--- src/rtl/reset_seq_pkg.sv ---
// Shared types for the reset sequencer: FSM state encoding and its width.
package reset_seq_pkg;

    localparam int unsigned STATE_W = 3;

    typedef enum logic [STATE_W-1:0] {
        StHold    = 3'd0,
        StRelease = 3'd1,
        StRun     = 3'd2,
        StDone    = 3'd3
    } seq_state_t;

endpackage

--- src/rtl/reset_sequencer_stagger.sv ---
// Combinational release decoder: which domains come out of reset on the current edge.
module stagger_release
    import reset_seq_pkg::*;
#(
    parameter int unsigned NUM_DOMAINS    = 4,
    parameter int unsigned STAGGER_CYCLES = 2,
    parameter int unsigned STAG_W         = 3
) (
    input  logic                   i_start,
    input  logic                   i_en,
    input  logic [STAG_W-1:0]      i_cnt,
    output logic [NUM_DOMAINS-1:0] o_release,
    output logic                   o_last
);

    always_comb begin
        o_release = '0;
        for (int i = 0; i < NUM_DOMAINS; i++) begin
            // i_cnt is the stagger count after this edge, i.e. edges since domain 0 rose
            if (i_start) begin
                o_release[i] = (i == 0) || (STAGGER_CYCLES == 0);
            end else if (i_en) begin
                o_release[i] = (32'(i_cnt) >= STAGGER_CYCLES * 32'(i));
            end
        end
    end

    assign o_last = o_release[NUM_DOMAINS-1];

endmodule

--- src/rtl/reset_sequencer.sv ---
// Reset/run controller: hold, staggered domain release, run-cycle counting and completion.
module reset_sequencer
    import reset_seq_pkg::*;
#(
    parameter int unsigned NUM_DOMAINS    = 4,
    parameter int unsigned HOLD_CYCLES    = 3,
    parameter int unsigned STAGGER_CYCLES = 2,
    parameter int unsigned CNT_W          = 16,
    parameter int unsigned RUN_LIMIT      = 100
) (
    input  logic                   clk,
    input  logic                   nrst,
    input  logic                   sw_rst_req,
    input  logic                   halt_i,
    output logic [NUM_DOMAINS-1:0] domain_nrst_o,
    output logic                   run_o,
    output logic                   done_o,
    output logic                   timeout_o,
    output logic [CNT_W-1:0]       cycle_count_o,
    output logic [STATE_W-1:0]     state_o
);

    localparam int unsigned STAG_MAX = STAGGER_CYCLES * (NUM_DOMAINS - 1);
    localparam int unsigned STAG_W   = (STAG_MAX < 2) ? 1 : $clog2(STAG_MAX + 1);
    localparam int unsigned HOLD_W   = (HOLD_CYCLES < 2) ? 1 : $clog2(HOLD_CYCLES + 1);
    localparam int unsigned LIMIT_M1 = (RUN_LIMIT == 0) ? 0 : RUN_LIMIT - 1;

    seq_state_t             r_state, w_state_d;
    logic [HOLD_W-1:0]      r_hold_cnt, w_hold_cnt_d;
    logic [STAG_W-1:0]      r_stag_cnt, w_stag_cnt_d;
    logic [NUM_DOMAINS-1:0] r_dom, w_dom_d;
    logic [CNT_W-1:0]       r_count, w_count_d;
    logic                   r_timeout, w_timeout_d;

    logic                   w_hold_exit;
    logic [STAG_W-1:0]      w_stag_inc;
    logic [NUM_DOMAINS-1:0] w_release;
    logic                   w_last;

    assign w_hold_exit = (r_state == StHold) && (r_hold_cnt == HOLD_W'(HOLD_CYCLES - 1));
    assign w_stag_inc  = r_stag_cnt + STAG_W'(1);

    stagger_release #(
        .NUM_DOMAINS    (NUM_DOMAINS),
        .STAGGER_CYCLES (STAGGER_CYCLES),
        .STAG_W         (STAG_W)
    ) u_stagger (
        .i_start   (w_hold_exit),
        .i_en      (r_state == StRelease),
        .i_cnt     (w_stag_inc),
        .o_release (w_release),
        .o_last    (w_last)
    );

    always_comb begin
        w_state_d    = r_state;
        w_hold_cnt_d = r_hold_cnt;
        w_stag_cnt_d = r_stag_cnt;
        w_dom_d      = r_dom;
        w_count_d    = r_count;
        w_timeout_d  = r_timeout;
        if (sw_rst_req) begin
            w_state_d    = StHold;
            w_hold_cnt_d = '0;
            w_stag_cnt_d = '0;
            w_dom_d      = '0;
            w_count_d    = '0;
            w_timeout_d  = 1'b0;
        end else begin
            unique case (r_state)
                StHold: begin
                    if (w_hold_exit) begin
                        w_dom_d      = r_dom | w_release;
                        w_stag_cnt_d = '0;
                        w_state_d    = w_last ? StRun : StRelease;
                    end else begin
                        w_hold_cnt_d = r_hold_cnt + HOLD_W'(1);
                    end
                end
                StRelease: begin
                    w_stag_cnt_d = w_stag_inc;
                    w_dom_d      = r_dom | w_release;
                    if (w_last) w_state_d = StRun;
                end
                StRun: begin
                    // halt has priority over the limit and freezes the pre-edge count
                    if (halt_i) begin
                        w_state_d = StDone;
                    end else if (RUN_LIMIT != 0 && r_count == CNT_W'(LIMIT_M1)) begin
                        w_state_d   = StDone;
                        w_timeout_d = 1'b1;
                        w_count_d   = CNT_W'(RUN_LIMIT);
                    end else if (r_count != '1) begin
                        w_count_d = r_count + CNT_W'(1);
                    end
                end
                StDone: ;
                default: w_state_d = StHold;
            endcase
        end
    end

    always_ff @(posedge clk or negedge nrst) begin
        if (!nrst) begin
            r_state    <= StHold;
            r_hold_cnt <= '0;
            r_stag_cnt <= '0;
            r_dom      <= '0;
            r_count    <= '0;
            r_timeout  <= 1'b0;
        end else begin
            r_state    <= w_state_d;
            r_hold_cnt <= w_hold_cnt_d;
            r_stag_cnt <= w_stag_cnt_d;
            r_dom      <= w_dom_d;
            r_count    <= w_count_d;
            r_timeout  <= w_timeout_d;
        end
    end

    assign domain_nrst_o = r_dom;
    assign run_o         = (r_state == StRun);
    assign done_o        = (r_state == StDone);
    assign timeout_o     = r_timeout;
    assign cycle_count_o = r_count;
    assign state_o       = r_state;

endmodule

--- config.mk ---
export PLATFORM = sky130hd
export DESIGN_NAME = reset_sequencer
export DESIGN_NICKNAME = d
export VERILOG_FILES = /design/src/rtl/reset_seq_pkg.sv /design/src/rtl/reset_sequencer_stagger.sv /design/src/rtl/reset_sequencer.sv
export SDC_FILE = /design/constraint.sdc
export NUM_CORES = 1
export LEC_CHECK = 0
export ABC_AREA = 1
export BUFFER_PORTS_ARGS = -buffer_cell sky130_fd_sc_hd__buf_2
export CORE_MARGIN = 5
export CORE_UTILIZATION = 50
export DETAILED_ROUTE_END_ITERATION = 8
export PLACE_DENSITY = 0.72
export SYNTH_ARGS = -nofsm -noshare
export SYNTH_HDL_FRONTEND = slang
export SYNTH_SLANG_ARGS = --single-unit
--- constraint.sdc ---
create_clock -name clk -period 1.8 [get_ports clk]
set_input_delay 0.27 -clock clk [delete_from_list [all_inputs] [get_ports clk]]
set_output_delay 0.27 -clock clk [all_outputs]
set_load 0.05 [all_outputs]
-- After elaboration in Yosys (flattened, before gate mapping)
Index checks and enable logic that the tools add are counted.
- bits of input ports: 4
- register bits after elaboration: 29
- output and inout port bits: 26
- order comparisons: 3
- add/subtract/negate cells: 3
- multiplexer cells: 33
- bitwise gates (word level): 1
- reduce and logical (&&, ||, !) cells: 12
- equality and inequality tests: 12
- operators by type and width (cell ; number):
    $mux 16 ; 5
    $mux 3 ; 7
    $add 16x1->16 const B ; 1
    $eq 16x7->1 const B ; 1
    $ne 16x16->1 const B ; 1
    $mux 1 ; 12
    $pmux 3 s4 ; 1
    $mux 2 ; 4
    $mux 4 ; 2
    $pmux 4 s2 ; 1
    $eq 3x2->1 const B ; 2
    $ge 3x3->1 const B ; 2
    $ne 2x2->1 const B ; 3
    $pmux 3 s2 ; 1
    $reduce_and 3->1 ; 2
    $reduce_bool 2->1 ; 3
    $reduce_bool 3->1 ; 2
    $ne 4x3->1 const B ; 1
    $or 4x4->4 ; 1
    $reduce_and 2->1 ; 2
    $reduce_and 4->1 ; 1
    $add 3x1->3 const B ; 1
    $eq 3x1->1 const B ; 1
    $ge 3x2->1 const B ; 1
    6 further kinds ; 6

-- Longest topological paths before layout
- word-level depth: 8
- depth in mapped cells: 12

-- Hierarchy
Synthesis repeated with hierarchy kept, for this count alone.
- cells, all modules: 283
- area total of the unflattened synthesis: 1925.6 µm²
- modules (own cells, without submodules) (module ; area an instance (µm²) ; times used ; cells an instance):
    reset_sequencer ; 1881.8 ; 1 ; 273
    stagger_release ; 43.8 ; 1 ; 10

-- Worst setup path after synthesis
OpenSTA, ideal clock, no wires.
- path kind: flip-flop to flip-flop
- from: reg r_state[0] (netlist: state_o[0])
- to: reg r_count[3] (netlist: cycle_count_o[3])
- required time: 1.681 ns
- stages on the path, launching flop included: 10
- arrival: 2.157 ns
- library setup time: 0.119 ns
- buffers on the path: 1
- clock period less this slack: 2.276 ns
- slack: -0.476 ns
- path through: dfrtp_1 > inv_1 > ha_1 > inv_1 > or2_2 > nand2_1 > nand2_4 > buf_2 > nand3_1 > nand2_1
- longest elaborated chain between the ends: 3
- ends and longest elaborated chain (element ; line ; text):
    from (decl) ; reset_sequencer.sv:28 ; seq_state_t r_state, w_state_d;
    from (signal assigned) ; reset_sequencer.sv:105 ; r_state <= StHold;
    from (signal assigned) ; reset_sequencer.sv:112 ; r_state <= w_state_d;
    $eq 3x2->1 ; n/a ;
    named net run_o ; reset_sequencer.sv:16 ; output logic run_o,
    $reduce_bool 2->1 (no line) ; n/a ;
    $reduce_and 3->1 (no line) ; n/a ;
    to (signal assigned) ; reset_sequencer.sv:116 ; r_count <= w_count_d;
    to (decl) ; reset_sequencer.sv:32 ; logic [CNT_W-1:0] r_count, w_count_d;
The timed path passes the listed nets, and every way through them passes these cells.
A chain may end at the register's enable or synchronous reset.

-- Worst setup path in the final report
- from: reg r_count[0] (netlist: cycle_count_o[0])
- to: reg r_count[3] (netlist: cycle_count_o[3])
- longest elaborated chain between the ends: 6
- ends and longest elaborated chain (element ; line ; text):
    $add 16x1->16 ; reset_sequencer.sv:94 ; w_count_d = r_count + CNT_W'(1);
    $mux 16 ; reset_sequencer.sv:93 ; end else if (r_count != '1) begin
    $mux 16 ; reset_sequencer.sv:89 ; end else if (RUN_LIMIT != 0 && r_count == CNT_W'(LIMIT_M1)) begin
    $mux 16 ; reset_sequencer.sv:87 ; if (halt_i) begin
    $mux 16 ; reset_sequencer.sv:70 ; unique case (r_state)
    $mux 16 ; reset_sequencer.sv:62 ; if (sw_rst_req) begin
Several ways; a longest one is shown, not always the timed one. The select of a mux whose other input is x is not followed.

==> impl_metrics.ini <==
[placed_design]
portBuffers = 28
gp_congestion = 0.830
dp_hpwl_mm = 3.09
dp_cells = 338
dpl_cell_area_um2 = 2060

[floorplanning]
ios = 30
dieArea_um2 = 4990
fp.dieH_um = 70.6
core-area_um2 = 3610
fp.dieW_um = 70.6
rows = 22
initial_utilization = 0.510

[logic_synthesis]
synthDistinctLibCells = 26
synth_area_per_cell_um2 = 6.99
synth_compound_area_frac = 0.0592
synthXorXnorAreaFrac = 0.0286
yosys_most_used_dff = dfrtp_1
synth_top_family_by_area = simple AND/OR/NAND/NOR gates
synth_mux_area_frac = 0
synth_fa_ha_area_frac = 0.0545
synthArstFlopShare = 1.00
synth_cells = 263
yosys_warnings = 0
yosys.area_share.simple = 0.389
synth_edf_count = 0
yosysSeqAreaShare = 0.381
synth_seq_cells = 28
syn_area_um2 = 1840
syn-num-nets = 275

[drt]
drtAntennaViolNets = 0
vias = 1715
wirelength_mm = 4.10
via_per_inst = 5.00
wl_per_cell_um = 12.0
initialDrtViolationCount = 116
drcViolationCount = 0
first_pass_iters = 4

[clock_tree]
h-tree-depth = 1
cts_tree = yes
ctsHoldBuffers = 0
clockRootBuffer = clkbuf_8
clk_pin_slew_worst_paths_ps = 100
cts.sinks = 28
insertion_delay_ps = 270
cts.path.max_buffers = 2
cts_buffers = 3

[sta]
fin_skew_ps = 5.95
setup_viol = 0
finalMaxSlewViolations = 0
tns_ps = 0
fmax_ghz = 0.614
post-route-min-period_ps = 1630
rsz0062_at_grt = no
post-route-period-util = 0.905
hold_violations = 0
worst_slew_pin_slew_ps = 633
relSlewSlack = 0.578

[setup_path]
cp_cell_sequence = ha_2 > inv_1 > nor2_2 > nand2_2 > nor2_4 > nand2_2 > nand2_4 > buf_4 > nand3_1 > nand2_1
cp-end-kind = register
r2r-start = cycle_count_o[0]$_DFFE_PN0P_
regToRegSetupSlack_ps = 170
cpMostUsedCell = nand2_2
worstReg2RegEnd = cycle_count_o[3]$_DFFE_PN0P_
worstPathArrival_ps = 1850
critical_path_required_ps = 2020
worst_r2r_path_depth = 10
crit_path_max_incr_delay_ps = 410
critPathMaxFanout = 14
critPathSlowestCell = dfrtp_2
crit_type = reg -> reg
start_kind = register

[global_routing]
antenna_found_initial = 0
first_global_vias = 1660
grt-ovfl-total = 0
track_usage = 0.176
grt_max_degree = 29
grt_pass1_wl_mm = 7.38

[final_layout]
fill_cells = 357
fin_area_um2 = 2150
drive_gt1_frac = 0.210
seqCellArea_um2 = 706
multiInputGateArea_um2 = 1020
area_growth_pct = 17.0
nets = 308
layout_commonest_cell = nand2_1
layout_common_cells = 81 x nand2_1, 35 x nor2_1, 28 x inv_1, 28 x buf_2, 26 x nand3_1
final_core_util = 0.596
insertedDiodeCount = 0
stdcell_count = 343

[pwr]
power_frac_comb = 0.393
internal_power_uw = 1130
seq_power_share = 0.401
sw_frac_of_total = 0.420
p_per_area_nw_per_um2 = 904
p_clk_frac = 0.206
power.switching_uw = 816
vdd_drop_max_mv = 0.640
leakagePower_uw = 0.00114

[status]
status = complete, no violations

[worst_hold_path]
holdCritPathClass = in -> async

[flow_run]
cap_violations = 0
[synthesized netlist by cell type, types with 3 or more instances]
cell     number  area (µm²)
ha_1          8         100
a21oi_1       5        25.0
nand2_2       4        25.0
xor2_1        6        52.6
nand2_1      82         308
nand2_4       3        33.8
nand3_1      26         130
o21ai_0      11        55.1
inv_1        29         109
dfrtp_1      28         701
nand4_1       3        18.8
nor2_1       35         131
or2_2         4        25.0
[repair_timing]
item                                    CTS  global route
gates resized for setup                   0             4
hold endpoints to repair                  0             0
setup buffers                             0             1
endpoints found under the setup margin    0             7
[logic make-up after synthesis]
group	count (synthesis)
fa+ha+maj	8
other cells	1
buf+inv	37
flops	28
compound gates	20
xor+xnor	6
simple gates	163
[final cells by class]
type                       instances  share of cell area
sequential                        28               0.328
inverter                          31              0.0541
multi-input combinational        198               0.476
timing repair buffer              34              0.0879
clock buffer                       4              0.0256
tap                               48              0.0279
[layer usage]
layer / vias up / GRT usage / share of wire
met5: - / 0 / 0
met4: 0 / 0.0418 / 0.0066
met3: 2 / 0.0270 / 0.046
met2: 37 / 0.278 / 0.46
met1: 790 / 0.256 / 0.49
li1: 886 / - / -
[through the flow]
stage          setup WS [ps]  hold slack (ps)  total power (µW)
5_1_grt                 12.9             61.2              2080
2_1_floorplan           52.2            -25.6              1380
3_3_place_gp             203              339              1530
6_report                 171            0.803              1940
4_1_cts                  138             34.6              1930
3_5_place_dp             144              335              1540
[worst max-delay path by stage]
stage | slack [ps] | from | cells past startpoint | end
detailed placement | 140 | cycle_count_o[0]$_DFFE_PN0P_ | 11 | cycle_count_o[6]$_DFFE_PN0P_
floorplan | 50 | state_o[0]$_DFFE_PN0P_ | 9 | cycle_count_o[3]$_DFFE_PN0P_
global placement | 200 | cycle_count_o[0]$_DFFE_PN0P_ | 11 | cycle_count_o[6]$_DFFE_PN0P_
finish | 170 | cycle_count_o[0]$_DFFE_PN0P_ | 10 | cycle_count_o[3]$_DFFE_PN0P_
global route | 10 | cycle_count_o[0]$_DFFE_PN0P_ | 11 | cycle_count_o[2]$_DFFE_PN0P_
CTS | 140 | cycle_count_o[0]$_DFFE_PN0P_ | 11 | cycle_count_o[6]$_DFFE_PN0P_
[sequential cells by signal, indices dropped and copies added, names as in the netlist]
| register | cells |
|---|---|
| domain_nrst_o | 4 |
| cycle_count_o | 16 |
| state_o | 2 |
| r_hold_cnt | 2 |
| r_stag_cnt | 3 |
| timeout_o | 1 |
[power groups by stage]
stage / sequential [µW] / clock (µW) / combinational [µW]
after floorplan: 952 / 0 / 428
after global placement: 789 / 0 / 737
after detailed placement: 791 / 0 / 748
after CTS: 779 / 400 / 750
after global routing: 793 / 434 / 854
final: 779 / 400 / 765
[worst max-delay path: cells and delay by family, from the launching register on]
kind | cells | cell delay, ps
adders and majority gates | 1 | 180
buffers and inverters | 2 | 290
DFF | 1 | 410
and+or+nand+nor | 7 | 700
No activity file was read; power rests on OpenSTA's default activity.
